**src/rtl/spi_fifo_tx_pkg.sv**
```systemverilog
// Shared constants for the FIFO-fed SPI transmitter: FIFO flag encoding,
// SPI mode-0 line levels, counter widths and the transmitter FSM states.
package spi_fifo_tx_pkg;

  // FIFO flags are active low: a flag reading 0 means the condition holds.
  localparam logic true  = 1'b0;
  localparam logic false = 1'b1;

  // SPI mode 0: SCLK idles low, data changes on the falling edge.
  localparam logic sclk_idle = 1'b0;
  localparam logic mosi_idle = 1'b0;
  localparam logic cs_idle   = 1'b1;
  localparam logic cs_active = 1'b0;

  localparam int unsigned cnt_w = 8;

  typedef enum logic [2:0] {
    IDLE   = 3'd0,
    POP_HI = 3'd1,
    POP_LO = 3'd2,
    WAIT   = 3'd3,
    SHIFT  = 3'd4,
    GAP    = 3'd5
  } state_t;

  // One extra bit so the count can reach w itself without wrapping.
  function automatic int unsigned bit_cnt_w(input int unsigned w);
    return $clog2(w) + 1;
  endfunction

endpackage

```
**src/rtl/spi_fifo_tx_clkgen.sv**
```systemverilog
// Half-period counter: holds at div-1 while stopped and fires a tick every
// div clks while running; the tick is split into SCLK rise/fall enables.
module spi_fifo_tx_clkgen
  import spi_fifo_tx_pkg::*;
#(
  parameter int unsigned div = 4
) (
  input  logic clk,
  input  logic rst,
  input  logic run,
  input  logic sclk,
  output logic tick_c,
  output logic rise_c,
  output logic fall_c
);

  localparam logic [cnt_w-1:0] reload = cnt_w'(div - 1);

  logic [cnt_w-1:0] cnt;

  always_ff @(posedge clk or negedge rst) begin
    if (!rst) begin
      cnt <= '0;
    end else if (!run || cnt == '0) begin
      cnt <= reload;
    end else begin
      cnt <= cnt - cnt_w'(1);
    end
  end

  assign tick_c = run && (cnt == '0);
  assign rise_c = tick_c && (sclk == sclk_idle);
  assign fall_c = tick_c && (sclk != sclk_idle);

endmodule

```
**src/rtl/spi_fifo_tx.sv**
```systemverilog
// Drains an active-low-flagged FIFO one word at a time and sends each word
// as an SPI mode-0 frame, MSB first, with a chip-select gap between frames.
module spi_fifo_tx
  import spi_fifo_tx_pkg::*;
#(
  parameter int unsigned dw  = 8,
  parameter int unsigned div = 4
) (
  input  logic          clk,
  input  logic          rst,
  input  logic          en,
  input  logic          fifo_empty,
  input  logic [dw-1:0] fifo_odat,
  output logic          fifo_oen,
  output logic          sclk,
  output logic          mosi,
  output logic          cs_n,
  output logic          busy
);

  localparam int unsigned bw = bit_cnt_w(dw);

  state_t          state, state_next;
  logic [dw-1:0]   shreg, shreg_next;
  logic [bw-1:0]   bit_cnt, bit_cnt_next;
  logic            sclk_next;
  logic            fifo_oen_next, mosi_next, cs_n_next, busy_next;
  logic            fifo_avail_c;
  logic            run_c, tick_c, rise_c, fall_c;

  assign fifo_avail_c = en && (fifo_empty == false);
  assign run_c        = (state == SHIFT) || (state == GAP);

  spi_fifo_tx_clkgen #(.div(div)) u_spi_clkgen (
    .clk    (clk),
    .rst    (rst),
    .run    (run_c),
    .sclk   (sclk),
    .tick_c (tick_c),
    .rise_c (rise_c),
    .fall_c (fall_c)
  );

  always_ff @(posedge clk or negedge rst) begin
    if (!rst) begin
      state    <= IDLE;
      shreg    <= '0;
      bit_cnt  <= '0;
      fifo_oen <= 1'b0;
      sclk     <= sclk_idle;
      mosi     <= mosi_idle;
      cs_n     <= cs_idle;
      busy     <= 1'b0;
    end else begin
      state    <= state_next;
      shreg    <= shreg_next;
      bit_cnt  <= bit_cnt_next;
      fifo_oen <= fifo_oen_next;
      sclk     <= sclk_next;
      mosi     <= mosi_next;
      cs_n     <= cs_n_next;
      busy     <= busy_next;
    end
  end

  // Next state, datapath updates, and the registered-output values they imply.
  always_comb begin
    state_next   = state;
    shreg_next   = shreg;
    bit_cnt_next = bit_cnt;
    sclk_next    = sclk;

    case (state)
      IDLE: begin
        if (fifo_avail_c) state_next = POP_HI;
      end
      POP_HI: state_next = POP_LO;
      POP_LO: state_next = WAIT;
      WAIT: begin
        state_next   = SHIFT;
        shreg_next   = fifo_odat;
        bit_cnt_next = '0;
        sclk_next    = sclk_idle;
      end
      SHIFT: begin
        if (rise_c) begin
          sclk_next    = ~sclk_idle;
          bit_cnt_next = bit_cnt + bw'(1);
        end else if (fall_c) begin
          sclk_next = sclk_idle;
          // The last falling edge ends the frame; earlier ones expose the next bit.
          if (bit_cnt == bw'(dw)) begin
            state_next = GAP;
          end else begin
            shreg_next = shreg << 1;
          end
        end
      end
      GAP: begin
        if (tick_c) state_next = fifo_avail_c ? POP_HI : IDLE;
      end
      default: state_next = IDLE;
    endcase

    fifo_oen_next = (state_next == POP_HI);
    cs_n_next     = (state_next == SHIFT) ? cs_active : cs_idle;
    mosi_next     = (state_next == SHIFT) ? shreg_next[dw-1] : mosi_idle;
    busy_next     = (state_next != IDLE);
  end

endmodule

```
**config.mk**
```make
export PLATFORM = sky130hd
export DESIGN_NAME = spi_fifo_tx
export DESIGN_NICKNAME = d
export VERILOG_FILES = /design/src/rtl/spi_fifo_tx_pkg.sv /design/src/rtl/spi_fifo_tx_clkgen.sv /design/src/rtl/spi_fifo_tx.sv
export SDC_FILE = /design/constraint.sdc
export NUM_CORES = 1
export LEC_CHECK = 0
export ABC_AREA = 1
export CAP_MARGIN = 25
export CELL_PAD_IN_SITES_DETAIL_PLACEMENT = 0
export CELL_PAD_IN_SITES_GLOBAL_PLACEMENT = 1
export CORE_ASPECT_RATIO = 0.7
export CORE_UTILIZATION = 44
export DETAILED_ROUTE_END_ITERATION = 10
export PLACE_DENSITY_LB_ADDON = 0.1
export RECOVER_POWER = 25
export SETUP_SLACK_MARGIN = 0.15
export SYNTH_ARGS = -nofsm -noshare
export SYNTH_HDL_FRONTEND = slang
export SYNTH_SLANG_ARGS = --single-unit
```
**constraint.sdc**
```tcl
create_clock -name clk -period 3 [get_ports clk]
set_clock_uncertainty 0.05 [all_clocks]
set_input_delay 0.6 -clock clk [delete_from_list [all_inputs] [get_ports clk]]
set_output_delay 0.6 -clock clk [all_outputs]
set_load 0.1 [all_outputs]
```
After elaboration in Yosys (flattened, before gate mapping) --
Index checks and enable logic that the tools add are counted.
Storage, ports and cells: memory bits (read-only) 0, input bits 12, latch bits 0, RAM bits 0, memories kept 0, bits in registers 28
Operators by class: order comparisons 0, $mul 0, reductions and logical operators 14, mux-type cells 19, div/mod/pow operators 0, bitwise logic cells 1, shift-type cells 0, equality and inequality tests 13, add/subtract/negate cells 2
Operators with widths (count):
- $mux 8 | 4
- $pmux 3 s6 | 1
- $pmux 8 s2 | 1
- $mux 3 | 5
- $eq 3x3->1 const B | 3
- $logic_not 8->1 | 1
- $ne 2x2->1 const B | 4
- $pmux 4 s2 | 1
- $sub 8x1->8 const B | 1
- $eq 3x1->1 const B | 2
- $eq 3x2->1 const B | 2
- $mux 1 | 5
- $add 4x1->4 const B | 1
- $eq 4x4->1 const B | 1
- $logic_and 1x1->1 | 4
- $mux 4 | 1
- $reduce_and 2->1 | 2
- $reduce_and 4->1 | 1
- $logic_not 3->1 | 1
- $ne 3x3->1 const B | 1
- $reduce_bool 3->1 | 1
- $logic_or 1x1->1 | 2
- $pmux 1 s2 | 1
- $reduce_bool 2->1 | 1
- 2 further kinds | 2

Longest topological paths before layout --
depth in word-level cells 9, gate-level depth with buffers 10, depth with buffers taken out 9

By module --
From an unflattened synthesis, not the netlist that was laid out.
Second synthesis, totals: cell total of the unflattened synthesis 180, area total of the unflattened synthesis 1460.2 um^2
Modules (own cells, without submodules):
- spi_fifo_tx | instances 1, area an instance 1014.7 um^2, cells an instance 121, sequential area each 501.7 um^2
- spi_fifo_tx_clkgen | instances 1, area an instance 445.4 um^2, cells an instance 59, sequential area each 200.2 um^2

Worst setup path after synthesis --
OpenSTA, ideal clock, no wires.
kind flip-flop to flip-flop, start point register sclk, end point register shreg[1], cell stages (with the launch flop) 5, path slack 1339 ps, clock period less this slack 1661 ps, arrival 1542 ps, library setup time 69 ps, cell sequence dfrtp_1 > nand2_1 > nor2_1 > nand3_1 > nand3_1
Between the ends: word-level cells in the longest chain between the ends 4
Ends and longest elaborated chain:
- start, declared | line spi_fifo_tx.sv:15 | output logic sclk,
- start signal, assigned | line spi_fifo_tx.sv:50 | sclk <= sclk_idle;
- start signal, assigned | line spi_fifo_tx.sv:59 | sclk <= sclk_next;
- $not 1->1 | line spi_fifo_tx_clkgen.sv:32 | assign rise_c = tick_c && (sclk == sclk_idle);
- $logic_and 1x1->1 | line spi_fifo_tx_clkgen.sv:32
- $ne 2x2->1 (no line)
- $reduce_and 4->1 (no line) *
- end signal, assigned | line spi_fifo_tx.sv:56 | shreg <= shreg_next;
- end, declared | line spi_fifo_tx.sv:24 | logic [dw-1:0] shreg, shreg_next;
Every way passes the cells marked *; elsewhere a longest branch is shown, timed or not. A chain may end at the register's enable or synchronous reset.

==> results.toml <==
[timing]
slew_viol_final = 0
setup_viol = 0
tightest_slew_ps = 1478
hold_viol = 0
fin_ws_ps = 886.1
maxSlewHeadroom = 0.01460
final.period_utilization = 0.7046
fmax_mhz = 473.1
setup_tns_ps = 0
finalCriticalPeriod_ps = 2114
rsz0062_at_grt = "no"

[logic_synthesis]
syn_area_sq_um = 1396
syn-num-nets = 176
synthCells = 160
postSynthAreaPerCell_sq_um = 8.727
yosys.area.top_type_share = 0.4839
yosys.area_share.simple = 0.3324
yosysWarningCount = 0
ys_ff_latch = 28
synth_top_cells_by_count = "39 x nand2_1, 27 x dfrtp_1, 21 x nand3_1"
synth_area_leader_cell = "dfrtp_1"
synth_seq_area_share = 0.5027
synth_xor_area_frac = 0.02509
synthArstFlopShare = 1.000
synthMostInstantiatedCell = "nand2_1"
ys_types = 26
synth_compound_area_frac = 0.05018
synth_flop_cell = "dfrtp_1"
synth_edf_count = 0
synth.area.mux_share = 0
synthAdderAreaFrac = 0.03584
synth.area.top_cells = "dfrtp_1 48%, nand2_1 10%, nand3_1 7.5%"
synth_top_family_by_area = "simple AND/OR/NAND/NOR gates"

[route]
wl_per_cell_um = 12.41
first_pass_iters = 4
drtIter0Drc = 52
viasPerCell = 4.986
ant_nets = 0
route.vias.total = 1077
routed_wl_um = 2680
route.detailed.drc = 0

[placed_design]
dp.cells = 212
pre_cts_slack_ps = 1059
place.gp.congestion = 0.7868
hpwlAfterDp_um = 1989
port_buffers = 16

[die]
die_width_um = 69.33
core_sq_um = 2903
io_pins = 17
die_area_sq_um = 3406
die_h_um = 49.13
start_util = 0.4810
floorplan.rows = 16

[global_route]
grt_pass1_wl_um = 4864
grt_usage = 0.1870
antenna_found_initial = 0
first_global_vias = 1026
grt_remaining_overflow = 0
grt_max_degree = 29

[min_path]
hold_end = "u_spi_clkgen.cnt[7]"
hold_class = "reg -> reg"
hp-start = "u_spi_clkgen.cnt[7]"
holdPathStages = 1

[clock_tree]
postCtsResizedCells = 0
clk_path_buf_depth = 2
cts.hold.buffers_added = 0
clk_latency_ps = 270
cts_root_buf = "clkbuf_8"
cts_buffers = 3
clkSinkCount = 28
cts_tree = "yes"
cts-htree-levels = 1
path_clk_slew_ps = 90
postCtsSetupRepairBufs = 0

[critical_path]
r2r_slack_ps = 1220
crit_fanout = 28
cp-start-kind = "primary input"
critPathKind = "in -> async"
critPathSlowestCell = "clkbuf_1"
r2r_start = "state[0]"
crit_chain = "dlygate4sd3_1 -> clkbuf_1"
cp.arrival_ps = 2200
cp_num_buf_inv = 2
reg2regPathDepth = 7
cp.required_ps = 3090
cpPeakStageDelay_ps = 1080
r2r-end = "mosi"
cp-end-kind = "async pin"
critPathTopFamily = "buffers and inverters"

[final_layout]
stdcell_count = 216
drive_gt1_frac = 0.1222
syn2layout_area_growth_pct = 16.31
antenna-diode-count = 0
nets = 197
finish.utilization = 0.5595

[status]
status = "finished, final reports clean"

[power_and_ir_drop]
max-vdd-ir-drop_v = 0.0003337
power.density_nw_per_um2 = 380.5
p_leak_nw = 0.7980

[flow_run]
cap_violations = 0
-- through the flow --
step | hold WS, ps | cell area, sq um | power (mW)
CTS | 421.2 | 1630 | 0.6271
finish | 422.2 | 1624 | 0.6180
detailed placement | 407.9 | 1585 | 0.4207
global placement | 402.1 | 1585 | 0.4200
floorplan | 254.4 | 1396 | 0.3962
global route | 454.1 | 1624 | 0.6503
-- power by group --
group | switching [mW] | leakage (nW) | internal [mW]
Clock | 0.111 | 0.0228 | 0.0952
Combinational | 0.0160 | 0.428 | 0.0146
Sequential | 0.00113 | 0.348 | 0.380
Total | 0.128 | 0.798 | 0.490
-- layer usage --
metal / routed length [um] / global-route usage / up-vias / part of all wire
met4: 25 / 0.05102 / 0 / 0.0093
met3: 93 / 0.05372 / 5 / 0.035
met1: 1460 / 0.2827 / 499 / 0.54
met2: 1102 / 0.2589 / 14 / 0.41
met5: 0 / 0 / - / 0
li1: - / - / 559 / -
-- registers in the layout, summed over array words and instances, names as in the netlist --
register          flops
busy                  1
u_spi_clkgen.cnt      8
state                 3
cs_n                  1
mosi                  1
shreg                 8
fifo_oen              1
bit_cnt               4
sclk                  1
-- final cells by class --
cell class                 instances  area [sq um]
clock buffer                       4         45.04
fill                             251          1279
inverter                          17         63.81
multi-input combinational        114         616.8
sequential                        28         701.9
tap                               36         45.04
timing repair buffer              17         151.4
-- cell usage in the layout (no fill, tap or decap) --
cell type and count:
inv_1 14, ha_1 4, or2_1 1, nand2_8 1, nor2_8 1, a31oi_1 1
a21oi_1 8, nand3_1 21, nor3_1 2, clkbuf_1 2, nor2_4 1, nor3b_1 3
dfrtp_1 27, buf_4 5, nor2_2 2, or2_2 2, xor2_1 3, o21ai_2 1
inv_2 3, dlygate4sd3_1 1, o21ai_0 3, nand2_2 2, clkbuf_8 3, dfstp_2 1
nand3b_1 2, nand2_1 40, nor2_1 12, nand4_1 3, xnor2_1 1, clkdlybuf4s50_1 10
-- logic make-up after synthesis --
group | Yosys count
simple gates | 93
flops | 28
buf+inv | 18
compound gates | 13
xor+xnor | 4
fa+ha+maj | 4
-- how the worst max path moves through the flow --
| stage | from | to | slack (ps) | cells past startpoint |
|---|---|---|---|---|
| 2_1_floorplan | sclk | shreg[1] | 1340 | 4 |
| 3_3_place_gp | en | busy | 1100 | 6 |
| 3_5_place_dp | en | busy | 1060 | 6 |
| 4_1_cts | state[0] | mosi | 1240 | 7 |
| 5_1_grt | rst | shreg[0] | 540 | 2 |
| 6_report | rst | shreg[6] | 890 | 2 |
Note: power is estimated with default switching activity, not from simulation.
